**src/rtl/synd_cal_ctrl_seq_pkg.sv**
```systemverilog
// Shared definitions for the syndrome sequencer: field width, the reduction constant
// of x^10+x^3+1, and the controller state encoding.
package synd_cal_ctrl_seq_pkg;

    localparam int GF_LEN = 10;

    // Low bits of the primitive polynomial, XORed in when alpha stepping carries out of the MSB
    localparam logic [GF_LEN-1:0] PRIM_POLY_LOW = 10'h009;

    localparam logic [2:0] ST_IDLE  = 3'd0;
    localparam logic [2:0] ST_INIT  = 3'd1;
    localparam logic [2:0] ST_RUN   = 3'd2;
    localparam logic [2:0] ST_FLUSH = 3'd3;
    localparam logic [2:0] ST_DONE  = 3'd4;

    typedef logic [GF_LEN-1:0] gf_elem_t;

    typedef struct packed {
        gf_elem_t s1;
        gf_elem_t s3;
        gf_elem_t s5;
    } synd_set_t;

endpackage

```
**src/rtl/synd_cal_ctrl_seq_if.sv**
```systemverilog
// Syndrome hand-off bus towards the key-equation stage (valid/ready).
// SYND_CTRL_ZERO_FLAG_EN adds the all-zero-syndrome flag.
interface synd_cal_ctrl_seq_if;
    import synd_cal_ctrl_seq_pkg::*;

    gf_elem_t out_synd1;
    gf_elem_t out_synd3;
    gf_elem_t out_synd5;
    logic     out_synd_valid;
    logic     in_synd_ready;
`ifdef SYND_CTRL_ZERO_FLAG_EN
    logic     out_synd_zero;
`endif

    modport master (
        output out_synd1,
        output out_synd3,
        output out_synd5,
        output out_synd_valid,
`ifdef SYND_CTRL_ZERO_FLAG_EN
        output out_synd_zero,
`endif
        input  in_synd_ready
    );

    modport slave (
        input  out_synd1,
        input  out_synd3,
        input  out_synd5,
        input  out_synd_valid,
`ifdef SYND_CTRL_ZERO_FLAG_EN
        input  out_synd_zero,
`endif
        output in_synd_ready
    );

endinterface

```
**src/rtl/synd_cal_ctrl_seq_gf10_alpha_step.sv**
```systemverilog
// Combinational multiply-by-alpha in GF(2^10); shared with the Chien search stage.
module gf10_alpha_step
    import synd_cal_ctrl_seq_pkg::*;
(
    input  gf_elem_t i_a,
    output gf_elem_t o_a_x
);

    assign o_a_x = {i_a[GF_LEN-2:0], 1'b0} ^ (i_a[GF_LEN-1] ? PRIM_POLY_LOW : '0);

endmodule

```
**src/rtl/synd_cal_ctrl_seq.sv**
```systemverilog
// Syndrome sequencer: walks alpha^i over a serial codeword, fires the external S1/S3/S5
// datapath on '1' bits and accumulates its terms. Option: SYND_CTRL_ZERO_FLAG_EN.
module synd_cal_ctrl_seq
    import synd_cal_ctrl_seq_pkg::*;
#(
    parameter int GF_LEN = 10,
    parameter int CW_LEN = 1023,
    parameter int CNT_W  = 10
) (
    input  logic                clk,
    input  logic                in_ctr_Srst_n,
    input  logic                in_start,
    input  logic                in_bit,
    input  logic                in_bit_valid,
    output logic                out_bit_ready,
    output logic                out_ctr_Srst,
    output logic                out_ctr_en,
    output logic                out_ctr_init,
    output logic [GF_LEN-1:0]   out_alpha,
    input  logic [GF_LEN-1:0]   in_synd1_TP,
    input  logic [GF_LEN-1:0]   in_synd3_TP,
    input  logic [GF_LEN-1:0]   in_synd5_TP,
    synd_cal_ctrl_seq_if.master synd_if,
    output logic                out_busy
);

    logic [2:0]        r_state;
    logic [2:0]        w_state_next;
    logic [CNT_W-1:0]  r_pos;
    logic [GF_LEN-1:0] r_alpha_pos;
    logic [GF_LEN-1:0] w_alpha_step;
    logic              r_pending;
    logic [GF_LEN-1:0] w_tp [3];
    logic              w_run;
    logic              w_init;
    logic              w_accept;
    logic              w_last;

    assign w_tp[0] = in_synd1_TP;
    assign w_tp[1] = in_synd3_TP;
    assign w_tp[2] = in_synd5_TP;

    assign w_run    = (r_state == ST_RUN);
    assign w_init   = (r_state == ST_INIT);
    assign w_accept = w_run & in_bit_valid;
    assign w_last   = w_accept & (r_pos == CNT_W'(CW_LEN - 1));

    gf10_alpha_step u_alpha_step (
        .i_a   (r_alpha_pos),
        .o_a_x (w_alpha_step)
    );

    always_comb begin
        w_state_next = r_state;
        case (r_state)
            ST_IDLE:  if (in_start)              w_state_next = ST_INIT;
            ST_INIT:                             w_state_next = ST_RUN;
            ST_RUN:   if (w_last)                w_state_next = ST_FLUSH;
            ST_FLUSH:                            w_state_next = ST_DONE;
            ST_DONE:  if (synd_if.in_synd_ready) w_state_next = ST_IDLE;
            default:                             w_state_next = ST_IDLE;
        endcase
    end

    // The datapath term for a '1' bit lands one cycle after en, so pending marks the cycle to absorb it
    always_ff @(posedge clk) begin
        if (!in_ctr_Srst_n) begin
            r_state     <= ST_IDLE;
            r_pos       <= '0;
            r_alpha_pos <= GF_LEN'(1);
            r_pending   <= 1'b0;
        end else begin
            r_state   <= w_state_next;
            r_pending <= w_accept & in_bit;
            if (w_init) begin
                r_pos       <= '0;
                r_alpha_pos <= GF_LEN'(1);
            end else if (w_accept) begin
                r_pos       <= r_pos + 1'b1;
                r_alpha_pos <= w_alpha_step;
            end
        end
    end

    generate
        for (genvar gi = 0; gi < 3; gi++) begin : g_acc
            logic [GF_LEN-1:0] r_acc;
            always_ff @(posedge clk) begin
                if (!in_ctr_Srst_n || w_init) begin
                    r_acc <= '0;
                end else if (r_pending) begin
                    r_acc <= r_acc ^ w_tp[gi];
                end
            end
        end
    endgenerate

    assign out_ctr_Srst   = ~in_ctr_Srst_n;
    assign out_bit_ready  = w_run;
    assign out_ctr_en     = w_init | (w_accept & in_bit);
    assign out_ctr_init   = w_init;
    assign out_alpha      = w_run ? r_alpha_pos : '0;
    assign out_busy       = (r_state != ST_IDLE);

    assign synd_if.out_synd1      = g_acc[0].r_acc;
    assign synd_if.out_synd3      = g_acc[1].r_acc;
    assign synd_if.out_synd5      = g_acc[2].r_acc;
    assign synd_if.out_synd_valid = (r_state == ST_DONE);

`ifdef SYND_CTRL_ZERO_FLAG_EN
    assign synd_if.out_synd_zero = (r_state == ST_DONE) & ~|g_acc[0].r_acc
                                   & ~|g_acc[1].r_acc & ~|g_acc[2].r_acc;
`endif

endmodule

```
**src/flat_wrapper.sv**
```systemverilog
// flat-port wrapper written by rule: the top's interface ports become plain ports
module synd_cal_ctrl_seq_flat import synd_cal_ctrl_seq_pkg::*;
#(
    parameter int GF_LEN = 10,
    parameter int CW_LEN = 1023,
    parameter int CNT_W  = 10
)
  (clk, in_ctr_Srst_n, in_start, in_bit, in_bit_valid, out_bit_ready, out_ctr_Srst, out_ctr_en, out_ctr_init, out_alpha, in_synd1_TP, in_synd3_TP, in_synd5_TP, out_busy, synd_if_out_synd1, synd_if_out_synd3, synd_if_out_synd5, synd_if_out_synd_valid, synd_if_in_synd_ready);
  synd_cal_ctrl_seq_if synd_if_i ();
  input  logic clk;
  input  logic in_ctr_Srst_n;
  input  logic in_start;
  input  logic in_bit;
  input  logic in_bit_valid;
  output logic out_bit_ready;
  output logic out_ctr_Srst;
  output logic out_ctr_en;
  output logic out_ctr_init;
  output logic [GF_LEN-1:0] out_alpha;
  input  logic [GF_LEN-1:0] in_synd1_TP;
  input  logic [GF_LEN-1:0] in_synd3_TP;
  input  logic [GF_LEN-1:0] in_synd5_TP;
  output logic out_busy;
  output wire logic [$bits(synd_if_i.out_synd1)-1:0] synd_if_out_synd1;
  output wire logic [$bits(synd_if_i.out_synd3)-1:0] synd_if_out_synd3;
  output wire logic [$bits(synd_if_i.out_synd5)-1:0] synd_if_out_synd5;
  output wire logic [$bits(synd_if_i.out_synd_valid)-1:0] synd_if_out_synd_valid;
  input wire logic [$bits(synd_if_i.in_synd_ready)-1:0] synd_if_in_synd_ready;
  assign synd_if_out_synd1 = synd_if_i.out_synd1;
  assign synd_if_out_synd3 = synd_if_i.out_synd3;
  assign synd_if_out_synd5 = synd_if_i.out_synd5;
  assign synd_if_out_synd_valid = synd_if_i.out_synd_valid;
  assign synd_if_i.in_synd_ready = synd_if_in_synd_ready;
  synd_cal_ctrl_seq #(.GF_LEN(GF_LEN), .CW_LEN(CW_LEN), .CNT_W(CNT_W)) u_core (.clk(clk), .in_ctr_Srst_n(in_ctr_Srst_n), .in_start(in_start), .in_bit(in_bit), .in_bit_valid(in_bit_valid), .out_bit_ready(out_bit_ready), .out_ctr_Srst(out_ctr_Srst), .out_ctr_en(out_ctr_en), .out_ctr_init(out_ctr_init), .out_alpha(out_alpha), .in_synd1_TP(in_synd1_TP), .in_synd3_TP(in_synd3_TP), .in_synd5_TP(in_synd5_TP), .synd_if(synd_if_i), .out_busy(out_busy));
endmodule
```
**config.mk**
```make
export PLATFORM = sky130hd
export DESIGN_NAME = synd_cal_ctrl_seq_flat
export DESIGN_NICKNAME = d
export VERILOG_FILES = /design/src/rtl/synd_cal_ctrl_seq_pkg.sv /design/src/rtl/synd_cal_ctrl_seq_if.sv /design/src/rtl/synd_cal_ctrl_seq_gf10_alpha_step.sv /design/src/rtl/synd_cal_ctrl_seq.sv /design/src/flat_wrapper.sv
export SDC_FILE = /design/constraint.sdc
export NUM_CORES = 1
export LEC_CHECK = 0
export CAP_MARGIN = 25
export CORE_ASPECT_RATIO = 0.6
export CORE_MARGIN = 5
export CORE_UTILIZATION = 48
export CTS_CLUSTER_SIZE = 10
export DETAILED_ROUTE_END_ITERATION = 6
export PLACE_DENSITY = 0.85
export SLEW_MARGIN = 20
export SYNTH_ARGS = -nofsm -noshare
export SYNTH_HDL_FRONTEND = slang
export SYNTH_SLANG_ARGS = --single-unit
export TNS_END_PERCENT = 10
```
**constraint.sdc**
```tcl
create_clock -name clk -period 2.85 [get_ports clk]
set_clock_uncertainty 0.2 [all_clocks]
set_input_delay 0.57 -clock clk [delete_from_list [all_inputs] [get_ports clk]]
set_output_delay 0.57 -clock clk [all_outputs]
set_load 0.01 [all_outputs]
```
# Yosys cells after proc, flatten, opt, wreduce, memory -nomap -nowiden
# Index checks and enable logic that the tools add are counted.
dict set report totals {
  ff_bits 54
  input_bits 36
}
dict set report classes {
  add_sub_neg 1
  n_eq_ne 8
  n_mux 6
  bitwise_logic 9
  reduce_logical 6
}
# op n
set ops {}
lappend ops {{$xor A10 B10 Y10} 4}
lappend ops {{$pmux W3 S5} 1}
lappend ops {{$add A10 B1 Y10 const B} 1}
lappend ops {{$eq A10 B10 Y1 const B} 1}
lappend ops {{$mux W10} 1}
lappend ops {{$mux W3} 3}
lappend ops {{$eq A3 B2 Y1 const B} 2}
lappend ops {{$mux W4} 1}
lappend ops {{$ne A2 B2 Y1 const B} 2}
lappend ops {{$and A1 B1 Y1} 3}
lappend ops {{$eq A3 B1 Y1 const B} 1}
lappend ops {{$eq A3 B3 Y1 const B} 1}
lappend ops {{$logic_not A3 Y1} 1}
lappend ops {{$reduce_and A3 Y1} 1}
lappend ops {{$reduce_bool A3 Y1} 1}
lappend ops {{$ne A2 B1 Y1 const B} 1}
lappend ops {{$reduce_or A2 Y1} 1}
lappend ops {{$logic_not A1 Y1} 1}
lappend ops {{$logic_or A1 B1 Y1} 1}
lappend ops {{$not A1 Y1} 1}
lappend ops {{$or A1 B1 Y1} 1}

# Longest topological paths before layout
# Gate-level depths: netlist of run 1.
dict set report depth {
  ltp_word 5
  depth_mapped 6
  ltp_nobuf 5
}

# Cells and area by module
# A second synthesis of run 1 with hierarchy kept.
dict set report hier_totals {
  cells_unflattened 268
  area_unflattened_um2 2301.0
}
# module n_inst cells_per_inst area_each_um2 seq_area_each_um2
set modules_own_cells {}
lappend modules_own_cells {synd_cal_ctrl_seq 1 258 2224.6 1081.0}
lappend modules_own_cells {gf10_alpha_step 1 10 76.3 0.0}

# Least setup slack after synthesis of run 1
# OpenSTA, ideal clock, no wires.
dict set report synth_path {
  path_type {in2out}
  startpoint {input in_bit_valid}
  endpoint {output out_ctr_en}
  arrival_time_ns 1.356
  required_time_ns 2.080
  path_slack_ns 0.724
  cell_stages 5
  n_path_buf 2
  path_cell_list {nor4bb_1 > clkbuf_1 > buf_2 > nand2_1 > nand2_1}
}
dict set report synth_via {
  elab_chain_len 3
}
# item line_no
set synth_rtl {}
lappend synth_rtl {{start, declared} flat_wrapper.sv:14} ;# input logic in_bit_valid;
lappend synth_rtl {{$and A1 B1 Y1} synd_cal_ctrl_seq.sv:45} ;# assign w_accept = w_run & in_bit_valid;
lappend synth_rtl {{$and A1 B1 Y1} synd_cal_ctrl_seq.sv:100} ;# assign out_ctr_en = w_init | (w_accept & in_bit);
lappend synth_rtl {{$or A1 B1 Y1} synd_cal_ctrl_seq.sv:100}
lappend synth_rtl {{end, declared} flat_wrapper.sv:17} ;# output logic out_ctr_en;
# Every way passes these cells.

# Worst setup path after layout of run 1
dict set report layout_path {
  startpoint {register u_core.r_state[1]}
  endpoint {output out_alpha[0]}
}
dict set report layout_via {
  elab_chain_len 2
}
# item line_no
set layout_rtl {}
lappend layout_rtl {{start, declared} synd_cal_ctrl_seq.sv:27} ;# logic [2:0] r_state;
lappend layout_rtl {{start signal, assigned} synd_cal_ctrl_seq.sv:73} ;# r_state <= w_state_next;
lappend layout_rtl {{$eq A3 B2 Y1} synd_cal_ctrl_seq.sv:43} ;# assign w_run = (r_state == ST_RUN);
lappend layout_rtl {{$mux W10} synd_cal_ctrl_seq.sv:102} ;# assign out_alpha = w_run ? r_alpha_pos : '0;
lappend layout_rtl {{end, declared} flat_wrapper.sv:19} ;# output logic [GF_LEN-1:0] out_alpha;
# Every way passes these cells.

==> results of run 1 <==
## registers in the layout, summed over array words and instances, names as in the netlist
name,cells
u_core.r_pos,10
u_core.synd_if.out_synd1,10
u_core.synd_if.out_synd5,10
u_core.synd_if.out_synd3,10
u_core.r_alpha_pos,10
u_core.r_pending,1
u_core.r_state,3
## worst min-delay path by stage
stage / endpoint / slack, ps / cells after the start
2_1_floorplan: u_core.r_alpha_pos[1]$_SDFFE_PP0P_ / 240 / 2
3_3_place_gp: u_core.r_alpha_pos[7]$_SDFFE_PP0P_ / 250 / 2
3_5_place_dp: u_core.r_alpha_pos[2]$_SDFFE_PP0P_ / 260 / 2
4_1_cts: u_core.r_alpha_pos[2]$_SDFFE_PP0P_ / 270 / 2
5_1_grt: u_core.r_alpha_pos[8]$_SDFFE_PP0P_ / 300 / 2
6_report: u_core.r_alpha_pos[8]$_SDFFE_PP0P_ / 270 / 2
## metal layers
layer	global-route usage, %	share of wire, %	vias to the layer above
li1	-	-	1023
met1	21.8	44	910
met2	27.9	43	66
met3	10.0	11	8
met4	8.69	2.0	0
met5	0	0	-
## final cells by class
cell class / instances / area (um2) / share of cell area [%]
Clock buffer: 7 / 76.3 / 2.32
Clock inverter: 1 / 30.0 / 0.914
Inverter: 7 / 26.3 / 0.800
Multi-Input combinational cell: 190 / 1120 / 34.2
Sequential cell: 54 / 1080 / 32.9
Tap cell: 63 / 78.8 / 2.40
Timing Repair Buffer: 89 / 870 / 26.5
## per-stage QoR
step / std cells / power [W] / area, um2 / setup TNS, ps
after CTS: 411 / 0.00146 / 3280 / 0
after global placement: 403 / 0.000956 / 3170 / -106
after detailed placement: 403 / 0.000958 / 3170 / -89.2
after global routing: 411 / 0.00152 / 3290 / 0
final: 411 / 0.00145 / 3290 / 0
after floorplan: 267 / 0.000868 / 2300 / 0
## power groups by stage
| stage | clock, W | sequential, W | combinational [W] |
|---|---|---|---|
| 2_1_floorplan | 0 | 0.000789 | 0.0000789 |
| 3_3_place_gp | 0 | 0.000796 | 0.000160 |
| 3_5_place_dp | 0 | 0.000797 | 0.000162 |
| 4_1_cts | 0.000516 | 0.000780 | 0.000163 |
| 5_1_grt | 0.000564 | 0.000783 | 0.000176 |
| 6_report | 0.000509 | 0.000780 | 0.000162 |
## synth_stat cells, types with 3 or more instances
| library cell | number | area, um2 |
|---|---|---|
| a21oi_1 | 14 | 70.1 |
| and2_1 | 10 | 62.6 |
| buf_2 | 7 | 35.0 |
| clkbuf_1 | 6 | 22.5 |
| dfxtp_1 | 54 | 1080 |
| inv_1 | 7 | 26.3 |
| mux2i_1 | 3 | 30.0 |
| nand2_1 | 56 | 210 |
| nand3_1 | 5 | 25.0 |
| nand3b_1 | 4 | 30.0 |
| nand4_1 | 4 | 25.0 |
| nor2_1 | 33 | 124 |
| nor4_1 | 3 | 18.8 |
| o31ai_1 | 4 | 30.0 |
| or4_1 | 4 | 30.0 |
| xor2_1 | 30 | 263 |
## worst register-to-register path, delay by kind of cell (launching register included)
kind / cells / cell delay [ps]
and+or+nand+nor: 3 / 860
buffers and inverters: 2 / 500
DFF: 1 / 550
## repair_timing
item | in CTS | in global routing
hold buffers | 0 | 0
gates resized for setup | 2 | 1
setup endpoints to repair | 1 | 10
## logic make-up after synthesis
group | count (synthesis) | synth area share (%)
flops | 54 | 47.0
mux | 3 | 1.30
fa+ha+maj | 2 | 1.09
xor+xnor | 32 | 12.2
buf+inv | 23 | 4.95
compound gates | 23 | 6.25
simple gates | 130 | 27.3
## cell usage in the layout, fill, tap and decap left out, drive strengths merged, types with 2 or more instances in the layout
cell type and count:
or4 5, a21oi 15, nor3b 2, nand3 5, xnor2 2, dfxtp 54, clkbuf 7, o31ai 4
and2 10, nand3b 4, nor2 33, mux2i 3, buf 8, xor2 30, nor4 3, inv 7
a211oi 2, clkdlybuf4s50 80, nand2b 2, nand4 4, nand2 57, ha 2
==> reports/results.txt, run 1 <==
The average cell area after synthesis is 8.62 um2. The clock buffer count from CTS is 5, and the total congestion overflow is 0. Entering global routing, the biggest net connects 23 pins. For the worst flop-to-flop path, the logic depth is 5.

The count of cell instances traversed by the critical path is 4, and the via-per-instance ratio is 4.88. The number of register bits inferred by synthesis was 54. The netlist uses 33 different library cells. Total power divided by cell area: 442 nW/um2.

Summing the sequential cell areas from Yosys gives 47.0% of the chip area. In this design, the largest share of critical-path delay is due to buffers and inverters. The tools report the startpoint of the worst setup timing path as u_core.r_state[1]$_SDFFE_PN0P_. The tools report the max-cap check violation count as 0. For this run, asynchronously set or reset flops after synthesis account for 0%. The die span in x is 99.4 um. The number of buffers added for setup after CTS was 0; the die outline height was 63.6 um. The run gives 0 as the hold violation count in the final report. Measured on the finished design, the core utilization comes to 71.2%. For the worst setup path, the data arrival time is 1930 ps.

The tools report the total clock sinks as 54. The most used flip-flop cell after synthesis is dfxtp_1. Core footprint: 4610 um2. The worst slew margin relative to its limit was 53.9%. The type of the tightest min-delay check is flop to flop. The repair_antennas step left the layout with diodes totalling 0.

Subtracting the final worst setup slack from the clock period gives 2700 ps. The worst slack on hold paths was 274 ps. The worst setup path is captured at an output port. TritonCTS built the clock tree. The H-tree was split into 2 levels. Of all nets on the critical path, the largest fanout is 11.

The fraction of power consumed by combinational cells is 11.1%, and the via count of the first global-routing pass is 1999. The standard-cell row count was 19. Total global routing track utilization: 18.6%. 82 I/O pins were placed. No sink is reached through more buffers than the 2 on the longest clock path. Setup repair after global routing left no endpoint under its margin.

The count of final max-slew check failures was 0. After filler insertion, the fill cell instance count of the layout stands at 350. The congestion estimate from routability-driven global placement came to 0.806. The tools report the net count reported at finish as 385. In this run the most critical hold path is launched from u_core.r_alpha_pos[7]$_SDFFE_PP0P_. For the leakage power figure, the log shows 1.15 nW.

The cell with the biggest individual delay on the critical path was clkdlybuf4s50_1. The tools report the wire length of the first global-routing pass as 9350 um. The tree is rooted in a clkbuf_8.

Of the total power, the clock network draws 35.1%. The flop-to-flop setup slack was 640 ps; the switching power share of the total was 22.8%. Once detail routing completed, the nets flagged for antenna violations numbered 0. The run finished with clean final reports. Traced cell by cell, the critical path runs through nor3b_1 > buf_4 > and2_1 > clkdlybuf4s50_1. At the placement stage, the worst setup path has a slack of -89.2 ps. The detailed-route wire length per cell is 13.4 um. The synthesized design contains 0 enable-type register cells. The worst setup path is launched from a flop. The quantity of I/O buffers inserted on ports is 81, and the total number of vias is 2007. The worst-case IR drop observed on VDD is 0.342 mV.

Summed over all nets, the half-perimeter wirelength after detailed placement is 4000 um. The number of antenna violations at the first check in global routing came out at 0. Sequential cells account for 53.8% of the total power. The destination of the critical timing path is out_alpha[0]. The area growth from synthesis to layout is 42.7%. The number of warnings reported in the yosys synthesis log was 0.

The clock latency reported for the late side of the worst-skew pair was 310 ps. Once routing completed, OpenROAD measured the worst setup slack at 153 ps. For this run, design rule violations remaining after detail routing come to 0.

The share of the clock period used by the worst path works out to 94.6%. The first routing iteration left 79 violations. Cells with a size suffix above 1 make up 6.03% of the layout. STA puts the critical path data required time at 2080 ps. The stage delay of the slowest cell on the critical path works out to 540 ps.

Timing would allow up to 0.371 GHz. The floorplan step defined a die boundary enclosing 6330 um2. Together, buffers and inverters on the worst path number 2. Synthesis produced a netlist with a net count of 305. The origin of the critical flop-to-flop path was u_core.r_state[0]$_SDFFE_PN0P_. The logs give 0.000331 W for the switching power and 2300 um2 for the cell area after synthesis. The routed wire length was 5520 um.

The reg-to-reg endpoint is u_core.synd_if.out_synd1[8]$_SDFFE_PP0P_. The internal power of the cells totals 0.00112 W. Setup violations remaining at the end of the flow were counted as 0. The CTS clock-pin slew for the worst setup and hold paths was 90 ps. Initial core utilization: 49.9%.

The transition time at the pin with the least slew margin works out to 690 ps. The first-pass detailed-route iteration total is 5. By startpoint and endpoint, the worst setup path is classified as flop to output port.

Synthesis handed over a netlist of 267 instances.
Power figures use the tool's default switching activity.
==> run 2, diff against run 1 <==
--- a/config.mk
+++ b/config.mk
@@ -6,7 +6,7 @@
 export NUM_CORES = 1
 export LEC_CHECK = 0
 export CAP_MARGIN = 25
-export CORE_ASPECT_RATIO = 0.6
+export CORE_ASPECT_RATIO = 0.5
 export CORE_MARGIN = 5
 export CORE_UTILIZATION = 48
 export CTS_CLUSTER_SIZE = 10
==> reports/results.txt, run 2 (same netlist as run 1, synthesis figures left out) <==
The total clock sinks was 54. In this run the tightest slew margin relative to its limit is 35.4%. From synthesis to final layout, the design area changed by 42.9%. The design draws 0.00148 W. After the flow finishes, the layout carries non-filler instances totaling 412. The highest net fanout along the worst path is 10. After layout, the worst path uses 96.5% of the clock period. Setup repair after global routing could not meet its margin everywhere.

The congestion estimate from routability-driven global placement came to 0.784. In this run the count of I/O pins placed on the die edge is 82. Entering global routing, the biggest net connects 31 pins. The total global routing track utilization is 17.6%, and the detailed-route wire length per cell is 13.6 um. The most utilized layer in the global route result is met2. The clock passes through at most 2 buffers. Across the run, the number of max-cap violations was 0. The logs give 2006 for the via count of the first global-routing pass and 0 for the total congestion overflow. The clock reaches the later pin of the worst-skew pair after 320 ps.

STA classifies the critical path endpoint as an output port. For this run, the detailed router's first-pass iteration total came to 5. In the routed design, unresolved DRC markers number 0. The filler cells instantiated in the layout total 347.

Summed over all failing endpoints, the final setup total negative slack is 0 ps. Dividing total power by cell area gives a power density of 449 nW/um2. The worst slack on hold paths is 271 ps. The hold violation count in the final report was 0.

For the standard-cell row count, the log shows 17. The CTS clock-pin slew for the worst setup and hold paths works out to 100 ps. The critical path is of the flop to output port type.

The worst setup slack after layout was 101 ps. The tools report the kind of start point of the critical path as a flop. The via-per-instance ratio was 4.92. The library cells used most frequently in the layout, excluding fill and tap cells, are 80 x clkdlybuf4s50_1, 56 x nand2_1, 53 x dfxtp_1. The count of final max-slew check failures was 0; the number of diodes added for antenna fixing was 0.

Minimum setup slack after placement: 25.6 ps. For the wire length of the first global-routing pass, the log shows 9070 um. At the worst endpoint, the required time is 2080 ps. The floorplan step set the die width to 108 um.

Post-CTS timing repair inserted 0 buffers for setup. The floorplan die area was 6370 um2; the met3 usage was 3.70%. The H-tree depth came out at 2. The first routing iteration left 54 violations.

Counting the buffers created by CTS gives 5. Once the floorplan was initialized, standard cells occupied 51.1% of the core. After the last flow step, the layout net total stands at 383.

For this run, the top clock speed supported by timing is 0.364 GHz. Setup violations remaining at the end of the flow were counted as 0. Leaving out fill and tap cells, the most frequent cell in the layout is clkdlybuf4s50_1. The worst path needs 2750 ps of the cycle, external delays included.

Total number of vias: 2029. In this run the worst hold path is classified as flop to flop. TritonCTS built the clock tree. VDD sags by at most 0.285 mV. Wires add up to 5620 um. At the worst endpoint, the arrival time is 1980 ps. The flow ran to the end, and the final reports show no timing, DRC or antenna violations. In the final layout, the share of cells above drive strength 1 is 6.07%. The met2 usage was 35.8%. The tools report the number of antenna violations at the first check in global routing as 0. The cell count after placement was 404. Transition time at the pin with the least slew margin: 968 ps. The die is 59.0 um tall. The tools report the buffer cell driving the clock tree root as clkbuf_8.

For the detailed-placement wirelength estimate, the log shows 4230 um. Buffers placed on the I/O ports in this run total 81. The leakage power figure was 1.16 nW.

Global routing used 18.3% of the available met1 tracks. The logs give 4510 um2 for the core footprint and 0 for the count of antenna-violating nets left after detailed routing.
-- run 2: changes by cell type in the layout (fill, tap and decap cells not counted) --
cell | previous run | this run
clkinvlp_4 | 0 | 1
inv_8 | 0 | 1
buf_4 | 8 | 6
clkbuf_1 | 2 | 0
dlygate4sd2_1 | 1 | 0
dlymetal6s2s_1 | 0 | 1
-- run 2: final timing paths --
check	cells after the start	to	slack [ps]	from
worst max-delay path	3	out_ctr_init	100	u_core.r_state[2]$_SDFFE_PN0P_
worst min-delay path	2	u_core.r_alpha_pos[8]$_SDFFE_PP0P_	270	u_core.r_alpha_pos[7]$_SDFFE_PP0P_
worst max register to register	4	u_core.synd_if.out_synd3[1]$_SDFFE_PP0P_	810	u_core.r_state[2]$_SDFFE_PN0P_
worst min register to register	2	u_core.r_alpha_pos[8]$_SDFFE_PP0P_	270	u_core.r_alpha_pos[7]$_SDFFE_PP0P_
-- run 2: final cells by class --
cell class,instances,area (um2),share of cell area [%]
clock buffers,5,68.8,2.09
clock inverters,3,48.8,1.48
inverters,7,26.3,0.799
multi-input cells,190,1120,34.1
flip-flops and latches,54,1080,32.9
well taps,66,82.6,2.51
repair buffers,87,858,26.1
-- run 2: timing repair --
item                       CTS  global route
setup endpoints to repair    0             2
resized for setup            0             3
hold buffers                 0             0
-- run 2: critical path, cell delays in order, from the launching register on --
cell             delay [ps]
dfxtp_1                 420
or3b_1                  580
inv_1                   110
clkdlybuf4s50_1         550
-- run 2: through the flow --
| stage | cell area (um2) | util (%) |
|---|---|---|
| final | 3290 | 72.9 |
| after detailed placement | 3160 | 70.1 |
| after global placement | 3160 | 70.1 |
| after CTS | 3280 | 72.7 |
| after global routing | 3290 | 72.9 |
| after floorplan | 2300 | - |
-- run 2: routing by layer --
layer / wire length, um / vias up
li1: - / 1020
met1: 2330 / 964
met2: 3020 / 38
met3: 215 / 7
met4: 49 / 0
met5: 0 / -
-- run 2: power by group --
part | switching, W | total, W | leakage [nW] | internal, W
clock | 0.000269 | 0.000537 | 0.0563 | 0.000268
combinational | 0.0000679 | 0.000160 | 0.668 | 0.0000919
sequential | 0.0000166 | 0.000781 | 0.436 | 0.000765
total | 0.000353 | 0.00148 | 1.16 | 0.00112
